$ cat config.mk
export PLATFORM = sky130hd
export DESIGN_NAME = ssrv_mem_arbiter
export DESIGN_NICKNAME = d
export VERILOG_FILES = /design/src/rtl/ssrv_mem_arbiter.sv
export SDC_FILE = /design/constraint.sdc
export NUM_CORES = 1
export LEC_CHECK = 0
export CORE_ASPECT_RATIO = 0.8
export CORE_MARGIN = 2
export CORE_UTILIZATION = 51
export DETAILED_ROUTE_END_ITERATION = 8
export DONT_BUFFER_PORTS = 1
export PLACE_DENSITY = 0.65
export SYNTH_ARGS = -nofsm -noshare
export SYNTH_HDL_FRONTEND = slang
export SYNTH_SLANG_ARGS = --single-unit
$ cat constraint.sdc
create_clock -name clk -period 6.6 [get_ports clk]
set_input_delay 1.32 -clock clk [delete_from_list [all_inputs] [get_ports clk]]
set_output_delay 1.32 -clock clk [all_outputs]
set_load 0.05 [all_outputs]
$ cat src/rtl/ssrv_mem_arbiter.sv
// ssrv_mem_arbiter
// Shares one single-port memory between an instruction port (imem, read-only)
// and a data port (dmem, read/write). The memory answers every request exactly
// one cycle after it is issued.
//
// Handshake: a port's req is sampled only when the port can take it, which is
// when the port is IDLE or in the cycle its resp is high. A request taken then
// is "accepted". Every accepted request gets exactly one resp strobe. err and
// rdata are valid only with resp. rdata is 0 whenever resp is 0.
//
// Ports
//   clk, rst            rising-edge clock, asynchronous active-low reset
//   imem_req/addr       instruction read request
//   imem_resp/rdata/err instruction response
//   dmem_req/cmd/width/addr/wdata  data request (cmd 1 = write; width 0/1/2 = byte/half/word)
//   dmem_resp/rdata/err data response
//   mem_req/cmd/width/addr/wdata   request to shared memory (all zero when idle)
//   mem_resp/rdata      memory response, one cycle after mem_req
//
// Each port runs a small FSM: IDLE -> (PEND) -> WAIT -> IDLE/next. A request
// that loses arbitration parks in PEND and competes again every cycle. dmem has
// priority. imem wins once dmem has won STARVE_LIMIT times in a row while imem
// was waiting. Out-of-range addresses never reach memory. They are answered
// locally with err one cycle after acceptance.
module ssrv_mem_arbiter #(
  parameter int XLEN         = 32,
  parameter int MEM_AW       = 16,
  parameter int STARVE_LIMIT = 4
) (
  input  logic            clk,
  input  logic            rst,
  input  logic            imem_req,
  input  logic [XLEN-1:0] imem_addr,
  output logic            imem_resp,
  output logic [XLEN-1:0] imem_rdata,
  output logic            imem_err,
  input  logic            dmem_req,
  input  logic            dmem_cmd,
  input  logic [1:0]      dmem_width,
  input  logic [XLEN-1:0] dmem_addr,
  input  logic [XLEN-1:0] dmem_wdata,
  output logic [XLEN-1:0] dmem_rdata,
  output logic            dmem_resp,
  output logic            dmem_err,
  output logic            mem_req,
  output logic            mem_cmd,
  output logic [1:0]      mem_width,
  output logic [XLEN-1:0] mem_addr,
  output logic [XLEN-1:0] mem_wdata,
  input  logic [XLEN-1:0] mem_rdata,
  input  logic            mem_resp
);

  typedef enum logic [1:0] {
    ST_IDLE = 2'd0,
    ST_PEND = 2'd1,
    ST_WAIT = 2'd2
  } port_state_e;

  localparam logic [3:0] STARVE_MAX = 4'(STARVE_LIMIT);
  localparam logic [1:0] WIDTH_WORD = 2'd2;

  // Per-port FSM state and captured request fields
  port_state_e     i_state_q, i_state_d;
  port_state_e     d_state_q, d_state_d;
  logic [XLEN-1:0] i_addr_q, i_addr_d;
  logic [XLEN-1:0] d_addr_q, d_addr_d;
  logic [XLEN-1:0] d_wdata_q, d_wdata_d;
  logic            d_cmd_q, d_cmd_d;
  logic [1:0]      d_width_q, d_width_d;
  // A set err flag means the port is in WAIT for a locally generated error response
  logic            i_err_q, i_err_d;
  logic            d_err_q, d_err_d;

  // In-flight owner: id 1 = dmem, 0 = imem
  logic            own_v_q, own_v_d;
  logic            own_id_q, own_id_d;

  logic [3:0]      starve_q, starve_d;

  // Combinational helpers
  logic            i_mem_resp, d_mem_resp;
  logic            i_resp, d_resp;
  logic            i_acc, d_acc;
  logic            i_in_range, d_in_range;
  logic            i_pend, d_pend;
  logic            i_cand, d_cand;
  logic            grant_i, grant_d;
  logic            starve_hit;
  logic [XLEN-1:0] i_cand_addr, d_cand_addr, d_cand_wdata;
  logic            d_cand_cmd;
  logic [1:0]      d_cand_width;

  always_comb begin
    i_in_range = (imem_addr[XLEN-1:MEM_AW] == '0);
    d_in_range = (dmem_addr[XLEN-1:MEM_AW] == '0);

    // A memory response is only honoured for a recorded owner. Stale responses after reset fall out here.
    i_mem_resp = mem_resp & own_v_q & ~own_id_q;
    d_mem_resp = mem_resp & own_v_q &  own_id_q;
    i_resp     = i_mem_resp | i_err_q;
    d_resp     = d_mem_resp | d_err_q;

    // rst gates acceptance so no output can rise while in reset
    i_acc = rst & imem_req & ((i_state_q == ST_IDLE) | i_resp);
    d_acc = rst & dmem_req & ((d_state_q == ST_IDLE) | d_resp);

    // A parked entry outranks a live request on the same port
    i_pend       = (i_state_q == ST_PEND);
    d_pend       = (d_state_q == ST_PEND);
    i_cand       = i_pend | (i_acc & i_in_range);
    d_cand       = d_pend | (d_acc & d_in_range);
    i_cand_addr  = i_pend ? i_addr_q  : imem_addr;
    d_cand_addr  = d_pend ? d_addr_q  : dmem_addr;
    d_cand_wdata = d_pend ? d_wdata_q : dmem_wdata;
    d_cand_cmd   = d_pend ? d_cmd_q   : dmem_cmd;
    d_cand_width = d_pend ? d_width_q : dmem_width;

    starve_hit = (starve_q == STARVE_MAX);
    grant_d    = d_cand & ~(i_cand & starve_hit);
    grant_i    = i_cand & ~grant_d;
  end

  // Memory request mux (zero when nothing is issued)
  always_comb begin
    mem_req   = 1'b0;
    mem_cmd   = 1'b0;
    mem_width = 2'd0;
    mem_addr  = '0;
    mem_wdata = '0;
    if (grant_d) begin
      mem_req   = 1'b1;
      mem_cmd   = d_cand_cmd;
      mem_width = d_cand_width;
      mem_addr  = d_cand_addr;
      mem_wdata = d_cand_wdata;
    end else if (grant_i) begin
      mem_req   = 1'b1;
      mem_width = WIDTH_WORD;
      mem_addr  = i_cand_addr;
    end
  end

  // Response outputs
  always_comb begin
    imem_resp  = i_resp;
    imem_err   = i_err_q;
    imem_rdata = i_mem_resp ? mem_rdata : '0;
    dmem_resp  = d_resp;
    dmem_err   = d_err_q;
    dmem_rdata = d_mem_resp ? mem_rdata : '0;
  end

  // imem FSM next state
  always_comb begin
    i_state_d = i_state_q;
    i_addr_d  = i_addr_q;
    i_err_d   = 1'b0;
    if (i_acc) begin
      i_addr_d = imem_addr;
      if (!i_in_range) begin
        i_state_d = ST_WAIT;
        i_err_d   = 1'b1;
      end else if (grant_i) begin
        i_state_d = ST_WAIT;
      end else begin
        i_state_d = ST_PEND;
      end
    end else if (i_pend) begin
      if (grant_i) i_state_d = ST_WAIT;
    end else if (i_resp) begin
      i_state_d = ST_IDLE;
    end
  end

  // dmem FSM next state
  always_comb begin
    d_state_d = d_state_q;
    d_addr_d  = d_addr_q;
    d_wdata_d = d_wdata_q;
    d_cmd_d   = d_cmd_q;
    d_width_d = d_width_q;
    d_err_d   = 1'b0;
    if (d_acc) begin
      d_addr_d  = dmem_addr;
      d_wdata_d = dmem_wdata;
      d_cmd_d   = dmem_cmd;
      d_width_d = dmem_width;
      if (!d_in_range) begin
        d_state_d = ST_WAIT;
        d_err_d   = 1'b1;
      end else if (grant_d) begin
        d_state_d = ST_WAIT;
      end else begin
        d_state_d = ST_PEND;
      end
    end else if (d_pend) begin
      if (grant_d) d_state_d = ST_WAIT;
    end else if (d_resp) begin
      d_state_d = ST_IDLE;
    end
  end

  // Owner register and starvation counter
  always_comb begin
    own_v_d  = own_v_q;
    own_id_d = own_id_q;
    if (own_v_q && mem_resp) own_v_d = 1'b0;
    // A new issue in the response cycle replaces the retiring owner
    if (grant_d || grant_i) begin
      own_v_d  = 1'b1;
      own_id_d = grant_d;
    end

    starve_d = starve_q;
    if (!i_cand || grant_i) begin
      starve_d = 4'd0;
    end else if (grant_d && (starve_q != 4'hF)) begin
      starve_d = starve_q + 4'd1;
    end
  end

  always_ff @(posedge clk or negedge rst) begin
    if (!rst) begin
      i_state_q <= ST_IDLE;
      d_state_q <= ST_IDLE;
      i_addr_q  <= '0;
      d_addr_q  <= '0;
      d_wdata_q <= '0;
      d_cmd_q   <= 1'b0;
      d_width_q <= 2'd0;
      i_err_q   <= 1'b0;
      d_err_q   <= 1'b0;
      own_v_q   <= 1'b0;
      own_id_q  <= 1'b0;
      starve_q  <= 4'd0;
    end else begin
      i_state_q <= i_state_d;
      d_state_q <= d_state_d;
      i_addr_q  <= i_addr_d;
      d_addr_q  <= d_addr_d;
      d_wdata_q <= d_wdata_d;
      d_cmd_q   <= d_cmd_d;
      d_width_q <= d_width_d;
      i_err_q   <= i_err_d;
      d_err_q   <= d_err_d;
      own_v_q   <= own_v_d;
      own_id_q  <= own_id_d;
      starve_q  <= starve_d;
    end
  end

endmodule

==> reports/metrics.cfg <==
[placement]
io_buffers = 0
dp_hpwl_um = 10800
routabilityCongestion = 0.868
pre_cts_slack_ps = 1430

[synth]
synthFlopType = dfrtp_1
yosysTopAreaCell = dfrtp_1
ys_seq_elements = 111
yosysSeqAreaShare = 0.450
mappedNetlistNets = 701
synth_edf_count = 0
synth_cell_type_count = 44
yosys-top-cells-area = dfrtp_1, mux2_2, and2_1, mux2i_1, a21oi_2
ys_async_sr_fraction = 1.00
synth_cells = 563
yosysWarningCount = 0
synth.cell_area_sq_um = 6170
avgSynthCellArea_sq_um = 11.0
synth_top_area_share = 0.450

[power_and_ir_drop]
power_frac_clock = 0.342
sw_frac_of_total = 0.236
power.share.sequential = 0.550
power_density_nw_per_um2 = 243
total_leakage_power_uw = 0.00299
finalPower_uw = 1610
intPower_uw = 1230
p_comb_frac = 0.108
irDropWorstVdd_mv = 0.134
p_sw_uw = 380

[setup_path]
reg2reg_to = starve_q[0]
required_ps = 5280
cp-start-kind = input port
crit_fanout = 36
r2r_slack_ps = 3730
endpoint = mem_width[1]
critPathKind = in2out
critPathCaptureType = primary output
reg2regPathDepth = 5
crit_start = mem_resp
crit_arrival_ps = 3840
timing.rr.start = imem_err

[sta]
fin_skew_ps = 8.28
setup_ws_ps = 1440
hold_slack_ps = 500
fmax_mhz = 194
rsz0062_at_grt = false
timing.final.crit_share = 0.781
final-setup-viol-count = 0
tns_ps = 0
tightest_slew_ps = 1180
relSlewSlack = 0.216
drv_slew = 0
min_period_ps = 5160
timing_hold_violations_final = 0

[clocking]
numCtsBuffers = 9
htreeDepth = 3
cts.sinks = 111
cts_resized = 0
clkTransAtPathRegs_ps = 70
insertion_delay_ps = 350
ctsLongestPathBuffers = 2
cts_tree = done
cts_hold_buf = 0
post_cts_buffers = 0
cts_root_buffer = clkbuf_16

[floorplan]
row_count = 35
pin_count = 272
start_util = 0.530
fp.dieH_um = 102
dieArea_sq_um = 13000
die_x_um = 127
coreArea_sq_um = 11600

[worst_hold_path]
hp-class = reg2reg

[grt]
grt_max_degree = 119
grt_use_total = 0.225
grt_overflow = 0
grt_pass1_vias = 4237
grt_pass1_wl_um = 22900
antenna_found_initial = 0

[routing]
ant_nets = 0
via_count = 4234
first_pass_iters = 5
routed_wirelength_um = 14900
drt-wirelength-per-cell_um = 21.1
viasPerCell = 5.99
drt_iter0_markers = 202
drc = 0

[layout]
synthToLayoutAreaGrowth_pct = 7.28
fin_util = 0.569
antennaDiodeCount = 0
fin_nets = 692
drive_gt1_frac = 0.326

[flow_run]
cap_violations = 0

[outcome]
status = finished, final reports clean

-- layout by cell type, fill, tap and decap left out, types with 3 or more instances in the layout --
| cell type | synthesis | routed |
|---|---|---|
| buf_4 | 4 | 23 |
| dfrtp_1 | 111 | 111 |
| a21oi_2 | 35 | 35 |
| a22o_1 | 16 | 16 |
| and2_1 | 65 | 65 |
| mux2_2 | 99 | 99 |
| o22ai_1 | 17 | 17 |
| and3_1 | 3 | 3 |
| nor2_1 | 7 | 7 |
| clkbuf_16 | 0 | 9 |
| inv_1 | 7 | 7 |
| nand2_1 | 75 | 75 |
| mux2i_1 | 34 | 34 |
| nor3_1 | 3 | 3 |
| o21ai_0 | 4 | 3 |
| a21o_1 | 4 | 4 |
| nor4_1 | 8 | 8 |
-- critical path: stages --
cell,delay (ps)
and3b_1,170
o311a_2,700
a21oi_4,420
o21ai_4,150
buf_4,260
o21ai_1,790
-- through the flow --
step	area [sq um]	cells
after floorplan	6170	563
final	6620	707
after detailed placement	6320	691
after global routing	6620	707
after global placement	6320	691
after CTS	6620	707
-- sequential cells by signal (all words and copies together), names as in the netlist --
name	cells
i_state_q	2
dmem_err	1
d_wdata_q	32
d_state_q	2
d_addr_q	32
imem_err	1
i_addr_q	32
own_v_q	1
starve_q	4
d_cmd_q	1
own_id_q	1
d_width_q	2
-- layout make-up --
type | count | area (sq um)
inverters | 7 | 26.3
repair buffers | 23 | 173
fillers | 980 | 5030
clock buffers | 10 | 229
well taps | 148 | 185
flip-flops and latches | 111 | 2780
clock inverters | 6 | 70.1
multi-input cells | 402 | 3160
-- power groups by stage --
stage | clock network, uW | registers, uW | logic [uW]
2_1_floorplan | 0 | 875 | 157
6_report | 550 | 885 | 173
3_5_place_dp | 0 | 899 | 176
5_1_grt | 593 | 901 | 190
4_1_cts | 564 | 886 | 176
3_3_place_gp | 0 | 892 | 167
-- how the worst min path moves through the flow --
stage                           start     endpoint  slack, ps  cells past startpoint
after global placement        own_v_q      own_v_q        470                      1
after CTS                     own_v_q      own_v_q        500                      1
after detailed placement      own_v_q      own_v_q        490                      1
after global routing      i_addr_q[1]  i_addr_q[1]        520                      1
after floorplan              own_id_q     own_id_q        450                      2
final                         own_v_q      own_v_q        500                      1
-- cell families after synthesis --
kind of cell,count (synthesis),synth area share
xor gates and xnor gates,1,0.00142
AOI/OAI and AO/OA,92,0.124
DFF,111,0.450
and+or+nand+nor,174,0.144
muxes,133,0.236
buffers and inverters,50,0.0405
adders and majority gates,2,0.00405
-- metal layers --
layer,track usage,vias up,share of wire
met5,0,-,0
met4,0.0668,0,0.015
met2,0.361,169,0.48
met3,0.0895,20,0.093
li1,-,1951,-
met1,0.285,2094,0.41
-- cells in the mapped netlist, types with 2 or more instances --
master,count
nor2b_1,3
inv_1,7
buf_2,8
nand2b_1,2
and3_1,3
mux2_2,99
a21oi_2,35
nand2_1,75
and2_1,65
mux2i_1,34
ha_1,2
nor3_1,3
a22o_1,16
a21o_1,4
nor2_1,7
o21ai_0,4
nor4_1,8
dfrtp_1,111
o21ai_2,2
buf_4,4
nand3_1,2
buf_6,5
clkbuf_1,26
o22ai_1,17
a21oi_1,2
(Power assumes the default switching activity.)
